`config.mk`:
```
export PLATFORM = sky130hd
export DESIGN_NAME = plru_tree
export DESIGN_NICKNAME = d
export VERILOG_FILES = /design/src/rtl/plru_tree.sv
export SDC_FILE = /design/constraint.sdc
export NUM_CORES = 2
export LEC_CHECK = 0
export CAP_MARGIN = 20
export CELL_PAD_IN_SITES_DETAIL_PLACEMENT = 2
export CELL_PAD_IN_SITES_GLOBAL_PLACEMENT = 2
export CORE_MARGIN = 2
export CORE_UTILIZATION = 40
export CTS_CLUSTER_SIZE = 8
export DETAILED_ROUTE_END_ITERATION = 10
export GPL_TIMING_DRIVEN = 0
export PLACE_DENSITY = 0.81
export SLEW_MARGIN = 20
export SYNTH_ARGS = -nofsm -noshare
export SYNTH_HDL_FRONTEND = slang
export SYNTH_SLANG_ARGS = --single-unit
```
`constraint.sdc`:
```
create_clock -name clk -period 5.3 [get_ports clk]
set_input_delay 1.06 -clock clk [delete_from_list [all_inputs] [get_ports clk]]
set_output_delay 1.06 -clock clk [all_outputs]
set_load 0.05 [all_outputs]
```
`src/rtl/plru_tree.sv`:
```
// Tree pseudo-LRU replacement engine: one flat (WAYS-1)-bit tree per set,
// registered victim query with lock/invalid masks, touch/demote update, flush.
module plru_tree #(
  parameter int unsigned WAYS       = 4,
  parameter int unsigned ENTRIES    = 256,
  parameter int unsigned INDEX_BITS = 8,
  parameter int unsigned WAY_BITS   = $clog2(WAYS)
) (
  input  logic                  clk,
  input  logic                  rst,
  input  logic                  flush,
  input  logic                  req_valid,
  input  logic [INDEX_BITS-1:0] req_index,
  input  logic [WAYS-1:0]       req_invalid,
  input  logic [WAYS-1:0]       req_lock,
  output logic                  rsp_valid,
  output logic [INDEX_BITS-1:0] rsp_index,
  output logic [WAY_BITS-1:0]   rsp_way,
  output logic                  rsp_none,
  input  logic                  upd_valid,
  input  logic [INDEX_BITS-1:0] upd_index,
  input  logic [WAY_BITS-1:0]   upd_way,
  input  logic                  upd_demote
);

  localparam int unsigned LEVELS = WAY_BITS;
  localparam int unsigned NODES  = WAYS - 1;

  typedef logic [NODES-1:0] tree_t;

  tree_t tree_q [ENTRIES];
  tree_t tree_d [ENTRIES];

  logic                  rsp_valid_q, rsp_valid_d;
  logic [INDEX_BITS-1:0] rsp_index_q, rsp_index_d;
  logic [WAY_BITS-1:0]   rsp_way_q,   rsp_way_d;
  logic                  rsp_none_q,  rsp_none_d;

  logic                  upd_in_range;
  logic                  req_in_range;
  tree_t                 eff_tree;
  logic [WAYS-1:0]       elig;
  logic [WAYS-1:0]       avail;
  logic                  inv_hit;
  logic [WAY_BITS-1:0]   inv_way;
  logic [WAY_BITS-1:0]   sel_way;

  // Rewrite the root-to-leaf path of way w: away from w (touch) or toward w (demote).
  function automatic tree_t apply_upd(input tree_t t, input logic [WAY_BITS-1:0] w,
                                      input logic demote);
    tree_t       r;
    tree_t       m;
    int unsigned node;
    logic        dir;
    r = t;
    for (int unsigned l = 0; l < LEVELS; l++) begin
      node = (32'd1 << l) - 32'd1 + (32'(w) >> (LEVELS - l));
      dir  = 1'(32'(w) >> (LEVELS - 1 - l));
      m    = NODES'(1) << node;
      r    = (demote ? dir : ~dir) ? (r | m) : (r & ~m);
    end
    return r;
  endfunction

  // Follow the tree bits, diverting whenever the indicated subtree has no eligible way.
  function automatic logic [WAY_BITS-1:0] walk(input tree_t t, input logic [WAYS-1:0] el);
    int unsigned     p;
    int unsigned     half;
    int unsigned     base;
    int unsigned     node;
    logic [WAYS-1:0] m;
    tree_t           ts;
    logic            left_any;
    logic            right_any;
    logic            go_right;
    p = 0;
    for (int unsigned l = 0; l < LEVELS; l++) begin
      half      = WAYS >> (l + 1);
      base      = p * 2 * half;
      m         = (WAYS'(1) << half) - WAYS'(1);
      left_any  = |((el >> base) & m);
      right_any = |((el >> (base + half)) & m);
      node      = (32'd1 << l) - 32'd1 + p;
      ts        = t >> node;
      go_right  = ts[0] ? right_any : ~left_any;
      p         = 2 * p + 32'(go_right);
    end
    return WAY_BITS'(p);
  endfunction

  assign upd_in_range = 32'(upd_index) < ENTRIES;
  assign req_in_range = 32'(req_index) < ENTRIES;

  // Next tree array: flush clears everything and discards the update.
  always_comb begin
    tree_d = tree_q;
    if (flush) begin
      tree_d = '{default: '0};
    end else if (upd_valid && upd_in_range) begin
      tree_d[upd_index] = apply_upd(tree_q[upd_index], upd_way, upd_demote);
    end
  end

  // Effective tree for the query, with write-first forwarding of the same-cycle update.
  always_comb begin
    eff_tree = '0;
    if (req_in_range) begin
      eff_tree = tree_q[req_index];
    end
    if (flush) begin
      eff_tree = '0;
    end else if (upd_valid && upd_in_range && (upd_index == req_index)) begin
      eff_tree = apply_upd(eff_tree, upd_way, upd_demote);
    end
  end

  always_comb begin
    elig    = ~req_lock;
    avail   = elig & req_invalid;
    inv_hit = 1'b0;
    inv_way = '0;
    for (int unsigned w = WAYS; w > 0; w--) begin
      if (1'(avail >> (w - 1))) begin
        inv_hit = 1'b1;
        inv_way = WAY_BITS'(w - 1);
      end
    end
    sel_way = inv_hit ? inv_way : walk(eff_tree, elig);
    if (!req_in_range || ~|elig) begin
      sel_way = '0;
    end
  end

  always_comb begin
    rsp_valid_d = req_valid;
    rsp_index_d = rsp_index_q;
    rsp_way_d   = rsp_way_q;
    rsp_none_d  = rsp_none_q;
    if (req_valid) begin
      rsp_index_d = req_index;
      rsp_way_d   = sel_way;
      rsp_none_d  = ~|elig;
    end
  end

  always_ff @(posedge clk) begin
    if (rst) begin
      tree_q      <= '{default: '0};
      rsp_valid_q <= 1'b0;
      rsp_index_q <= '0;
      rsp_way_q   <= '0;
      rsp_none_q  <= 1'b0;
    end else begin
      tree_q      <= tree_d;
      rsp_valid_q <= rsp_valid_d;
      rsp_index_q <= rsp_index_d;
      rsp_way_q   <= rsp_way_d;
      rsp_none_q  <= rsp_none_d;
    end
  end

  assign rsp_valid = rsp_valid_q;
  assign rsp_index = rsp_index_q;
  assign rsp_way   = rsp_way_q;
  assign rsp_none  = rsp_none_q;

endmodule

```
* After elaboration in Yosys (flattened, before gate mapping)
Index checks and enable logic that the tools add are counted.
** Operators by class
- $lt $le $gt $ge :: 3
- $add $sub $neg :: 4
- Eq/ne operators :: 1
- Bitwise operators :: 13
- Shift-type cells :: 4
- Muxes and demuxes :: 29
- Reduce and logical (&&, ||, !) cells :: 7
** Operator list (number)
- bitwise mux 768 bit :: 1
- binary-select mux 3 bit (select 8 bit) :: 2
- two-way mux 3 bit :: 9
- demux 3 bit (select 8 bit) :: 1
- >= comparator 9 bit (second input constant) :: 2
- NOT 8 -> 9 bit :: 2
- two-way mux 2 bit :: 6
- two-way mux 1 bit :: 10
- < comparator 9 x 1 -> 1 bit (second input constant) :: 1
- == test 8 bit :: 1
- bitwise AND 3 bit :: 2
- bitwise OR 3 bit :: 2
- OR reduction 2 bit :: 3
- adder 1 x 1 -> 2 bit (first input constant) :: 2
- bitwise AND 4 bit :: 1
- NOT 1 bit :: 4
- NOT 4 bit :: 1
- OR reduction 4 bit :: 1
- >> shifter 4 x 2 -> 1 bit :: 1
- >> shifter 4 x 3 -> 1 bit :: 1
- adder 2 x 1 -> 3 bit (second input constant) :: 1
- NOT 3 bit :: 1
- << shifter 1 x 2 -> 3 bit (first input constant) :: 1
- >> shifter 3 x 2 -> 1 bit :: 1
- other kinds (3) :: 4
** Storage, ports and cells
- Flip-flop bits (word level) :: 780
- Bits of input ports :: 32

* Logic depth before layout (Yosys ltp)
- Depth after elaboration :: 15
- Gate-level depth with buffers :: 15
- Depth with buffers taken out :: 9

* Worst setup path after synthesis
No wires, ideal clock.
- Path type :: input to register
- Start point :: in req_index[0]
- End point :: reg rsp_way_q[0] (netlist: rsp_way[0])
- Arrival :: 3.956 ns
- Stages :: 11
- Path slack :: 1.227 ns
- Path through :: buf_2 > buf_2 > mux4_2 > mux4_2 > and2_0 > a2111oi_0 > a311oi_1 > a211oi_1 > mux2i_1 > nand3b_1 > a32o_1
** Between the ends
- Cells in the longest elaborated chain, start to end :: 13
** RTL lines
- start, declared :: RTL line 13 : input logic [INDEX_BITS-1:0] req_index,
- NOT 8 -> 9 bit (implied by the code) :: RTL line 108 : eff_tree = tree_q[req_index];
- binary-select mux 3 bit (select 8 bit) :: RTL line 108
- two-way mux 3 bit (implied by the code) (2 in a row) :: RTL line 108
- two-way mux 3 bit * :: RTL line 112 : end else if (upd_valid && upd_in_range && (upd_index == req_index)) begin
- two-way mux 3 bit * :: RTL line 110 : if (flush) begin
- two-way mux 1 bit or two-way mux 3 bit (tied branches) :: RTL line 85, 112
- adder 2 x 1 -> 3 bit (tied with other cells) :: RTL line 82 : right_any = |((el >> (base + half)) & m);
- >> shifter 4 x 3 -> 1 bit (tied with other cells) :: RTL line 82
- two-way mux 1 bit * :: RTL line 85 : go_right = ts[0] ? right_any : ~left_any;
- adder 2 x 1 -> 2 bit * :: RTL line 86 : p = 2 * p + 32'(go_right);
- two-way mux 2 bit * :: RTL line 128 : sel_way = inv_hit ? inv_way : walk(eff_tree, elig);
- two-way mux 2 bit * :: RTL line 129 : if (!req_in_range || ~|elig) begin
- end signal, assigned :: RTL line 157 : rsp_way_q <= rsp_way_d;
- end, declared :: RTL line 36 : logic [WAY_BITS-1:0] rsp_way_q, rsp_way_d;
Every way passes the cells marked *; elsewhere a longest branch is shown, timed or not. The select of a mux whose other input is x is not followed.
A chain may end at the register's enable or synchronous reset.

* Final worst setup path
- Start point :: in req_index[2]
- End point :: reg rsp_way_q[0] (netlist: rsp_way[0])
The elaborated chain is that of the path after synthesis.

==> impl_metrics.toml <==
[outcome]
status = "complete, but fails checks"
violations = "setup timing"

[global_route]
first_global_vias = 42289
grt_max_degree = 20
grt_pass1_wl_mm = 345.3
gr-usage-all-layers_pct = 50.21
overflow = 0
grt_antenna_before_repair = 47

[synthesis]
synth_top_family_by_area = "multiplexers"
synth_compound_gate_area_share_pct = 9.969
yosysTopAreaCellShare_pct = 40.00
synth_cell_types = 58
synthAdderAreaFrac_pct = 0
synthCells = 4347
seq_area_frac_synth_pct = 40.00
yosys_warnings = 0
synthXorXnorAreaFrac_pct = 0.2244
yosysTopAreaCell = "dfxtp_1"
synth_seq_cells = 780
muxShareOfSynthArea_pct = 24.24
yosys-top-cells-area = "dfxtp_1 40%, mux4_2 19%, nand3_1 8.9%, nand2_1 8.8%, mux2i_1 4.3%"
netlist_area_um2 = 39030
syn_avg_cell_area_um2 = 8.980
async_flop_share_pct = 0
synth-edff-count = 0
synthSimpleGateAreaFrac_pct = 21.01
syn_nets = 4379
ys.flop_type = "dfxtp_1"

[drt]
finalWirelength_mm = 255.1
drc = 0
drtIter0Drc = 7251
first_pass_iters = 8
wl_per_cell_um = 43.83
avgViaCountPerCell = 7.318
antenna_left = 0
vias = 42591

[finish]
finalNetCount = 4546
mostFrequentLayoutCell = "nand2_1"
design_area_um2 = 44690
multi_input_area_um2 = 21710
most-common-layout-cells = "912 x nand2_1, 780 x dfxtp_1, 695 x nand3_1"
fillers = 10488
area_delta_synth_final_pct = 14.50
register_area_um2 = 15620
drive_above_1_share_pct = 15.90

[floorplan]
initial_core_util_pct = 40.36
die_area_um2 = 100100
die_y_um = 316.4
rows = 114
boundaryPins = 44
core_area_um2 = 96710
dieWidth_um = 316.4

[clocking]
clk_pin_slew_ns = 0.05
htree_levels = 3
clk_path_buf_depth = 3
clock_sinks = 780
clock-root-buffer = "clkbuf_16"
cts_tree = "yes"
cts_made_buffers = 107
insertion_delay_ns = 0.75

[placement]
port_buffers = 35
dpl-instance-area_um2 = 41710
dp_hpwl_mm = 182.5
place_congestion = 1.074

[critical_path]
crit_required_ns = 5.92
timing_worst_setup_path_type = "input port to flip-flop"
critPathLaunchType = "input port"
endpoint = "rsp_way[0]$_SDFFE_PP0P_"
critical_path.startpoint = "req_index[2]"
r2r-end = "tree_q[596]$_SDFFE_PP0P_"
critical_path_peak_fanout = 10
arrival_ns = 6.40
crit_path_end_kind = "flip-flop"
ff2ff_path_depth = 8
r2r_slack_ns = 1.03
rr_startpoint = "tree_q[5]$_SDFFE_PP0P_"

[timing]
slew_viol_final = 0
fin_crit_sh_pct = 109.0
relSlewSlack_pct = 13.08
tightest_slew_ns = 1.299
finalHoldViolCount = 0
setup_viol = 392
rsz0062_at_grt = "true"
layout_setup_ws_ns = -0.4761
fmax_mhz = 173.1
skew_ns = 0.03289
fin_crit_ns = 5.776
holdWs_ns = 0.4572

[worst_hold_path]
hold_path_class = "flip-flop to flip-flop"

[pwr]
peakVddDrop_uv = 238.8
p_leak_nw = 15.05
p_per_area_nw_per_um2 = 309.5

[run]
cap_violations = 0
final cells by class:
type | count | area share (%)
multi-input cells | 3137 | 48.57
inverters | 17 | 0.1428
well taps | 1276 | 3.572
plain buffers | 411 | 4.261
clock inverters | 4 | 0.1204
clock buffers | 114 | 6.192
diodes | 21 | 0.1176
repair buffers | 60 | 2.086
flip-flops and latches | 780 | 34.94
routing by layer:
layer | vias to the layer above | wire [um] | GRT usage (%)
met5 | - | 216 | 0
met4 | 28 | 26320 | 43.09
met3 | 1294 | 35130 | 20.07
li1 | 15971 | - | -
met2 | 3605 | 103200 | 69.91
met1 | 21693 | 90190 | 60.11
synth_stat cells (4+ instances only):
library cell,n
nor2b_1,24
o22ai_1,6
nand4_1,13
nor4_1,5
nand3_1,695
nor3_1,26
xor2_1,8
inv_1,14
buf_2,110
o21ai_0,267
mux2_2,18
buf_1,21
a211oi_1,9
and2_1,9
clkbuf_1,276
nand2b_1,15
o21ai_1,86
mux4_2,336
buf_4,5
a31oi_1,6
nand2_1,912
nor2_1,167
or3_1,4
a21oi_1,269
a22oi_1,42
a2111oi_0,8
dfxtp_1,780
mux2i_1,169
worst min path at each step:
stage | startpoint | endpoint | slack [ns] | depth (start not counted)
after floorplan | tree_q[519]$_SDFFE_PP0P_ | tree_q[519]$_SDFFE_PP0P_ | 0.43 | 2
after global placement | tree_q[756]$_SDFFE_PP0P_ | tree_q[756]$_SDFFE_PP0P_ | 0.44 | 2
after detailed placement | tree_q[90]$_SDFFE_PP0P_ | tree_q[90]$_SDFFE_PP0P_ | 0.45 | 2
after CTS | tree_q[234]$_SDFFE_PP0P_ | tree_q[234]$_SDFFE_PP0P_ | 0.46 | 2
after global routing | tree_q[234]$_SDFFE_PP0P_ | tree_q[234]$_SDFFE_PP0P_ | 0.47 | 2
final | tree_q[435]$_SDFFE_PP0P_ | tree_q[435]$_SDFFE_PP0P_ | 0.46 | 2
flip-flops by register name, indices dropped and copies added (netlist names):
signal / flops
rsp_index: 8
rsp_none: 1
tree_q: 768
rsp_valid: 1
rsp_way: 2
what timing repair did:
action                                 4_1_cts  5_1_grt
setup endpoints to repair                  574      349
buffers inserted                             0        0
resized for setup                           31       20
endpoints found under the hold margin        0        0
hold buffers                                 0        0
pin swaps                                    1        0
cloned                                       0        0
through the flow:
step	utilization (%)	worst slack (ns)	power (W)	TNS, ns	cells
final	46.22	-0.4761	0.01383	-41.08	5820
after global routing	46.16	-0.1802	0.01391	-0.1802	5800
after CTS	46.13	-0.09035	0.01364	-0.09035	5800
after detailed placement	43.13	-2.028	0.007354	-748.82	5683
after global placement	42.38	-3.464	0.007317	-1429.88	5658
after floorplan	-	1.227	0.006613	0	4347
worst max-delay path, cell delays in order:
cell,delay (ns)
clkdlybuf4s50_1,0.62
buf_6,0.37
buf_2,0.61
buf_4,0.55
inv_1,0.65
nor2_4,0.57
a22oi_1,0.18
nand2_1,0.18
a21oi_1,0.16
a2111oi_1,0.77
o31ai_1,0.16
a21o_1,0.20
a32o_1,0.21
power by group:
| part | internal (W) | leakage (nW) | total, W | switching [W] |
|---|---|---|---|---|
| logic | 0.000291 | 7.39 | 0.00147 | 0.00118 |
| registers | 0.00588 | 6.28 | 0.00588 | 0.00000521 |
| clock network | 0.00362 | 1.39 | 0.00648 | 0.00286 |
| total | 0.00979 | 15.1 | 0.0138 | 0.00404 |
cells by family after synthesis:
family,after synthesis
AND/OR/NAND/NOR,1884
XOR/XNOR,10
multiplexers,523
flip-flops,780
buffers and inverters,430
AO/OA/AOI/OAI,720
Power figures use the tool's default switching activity.
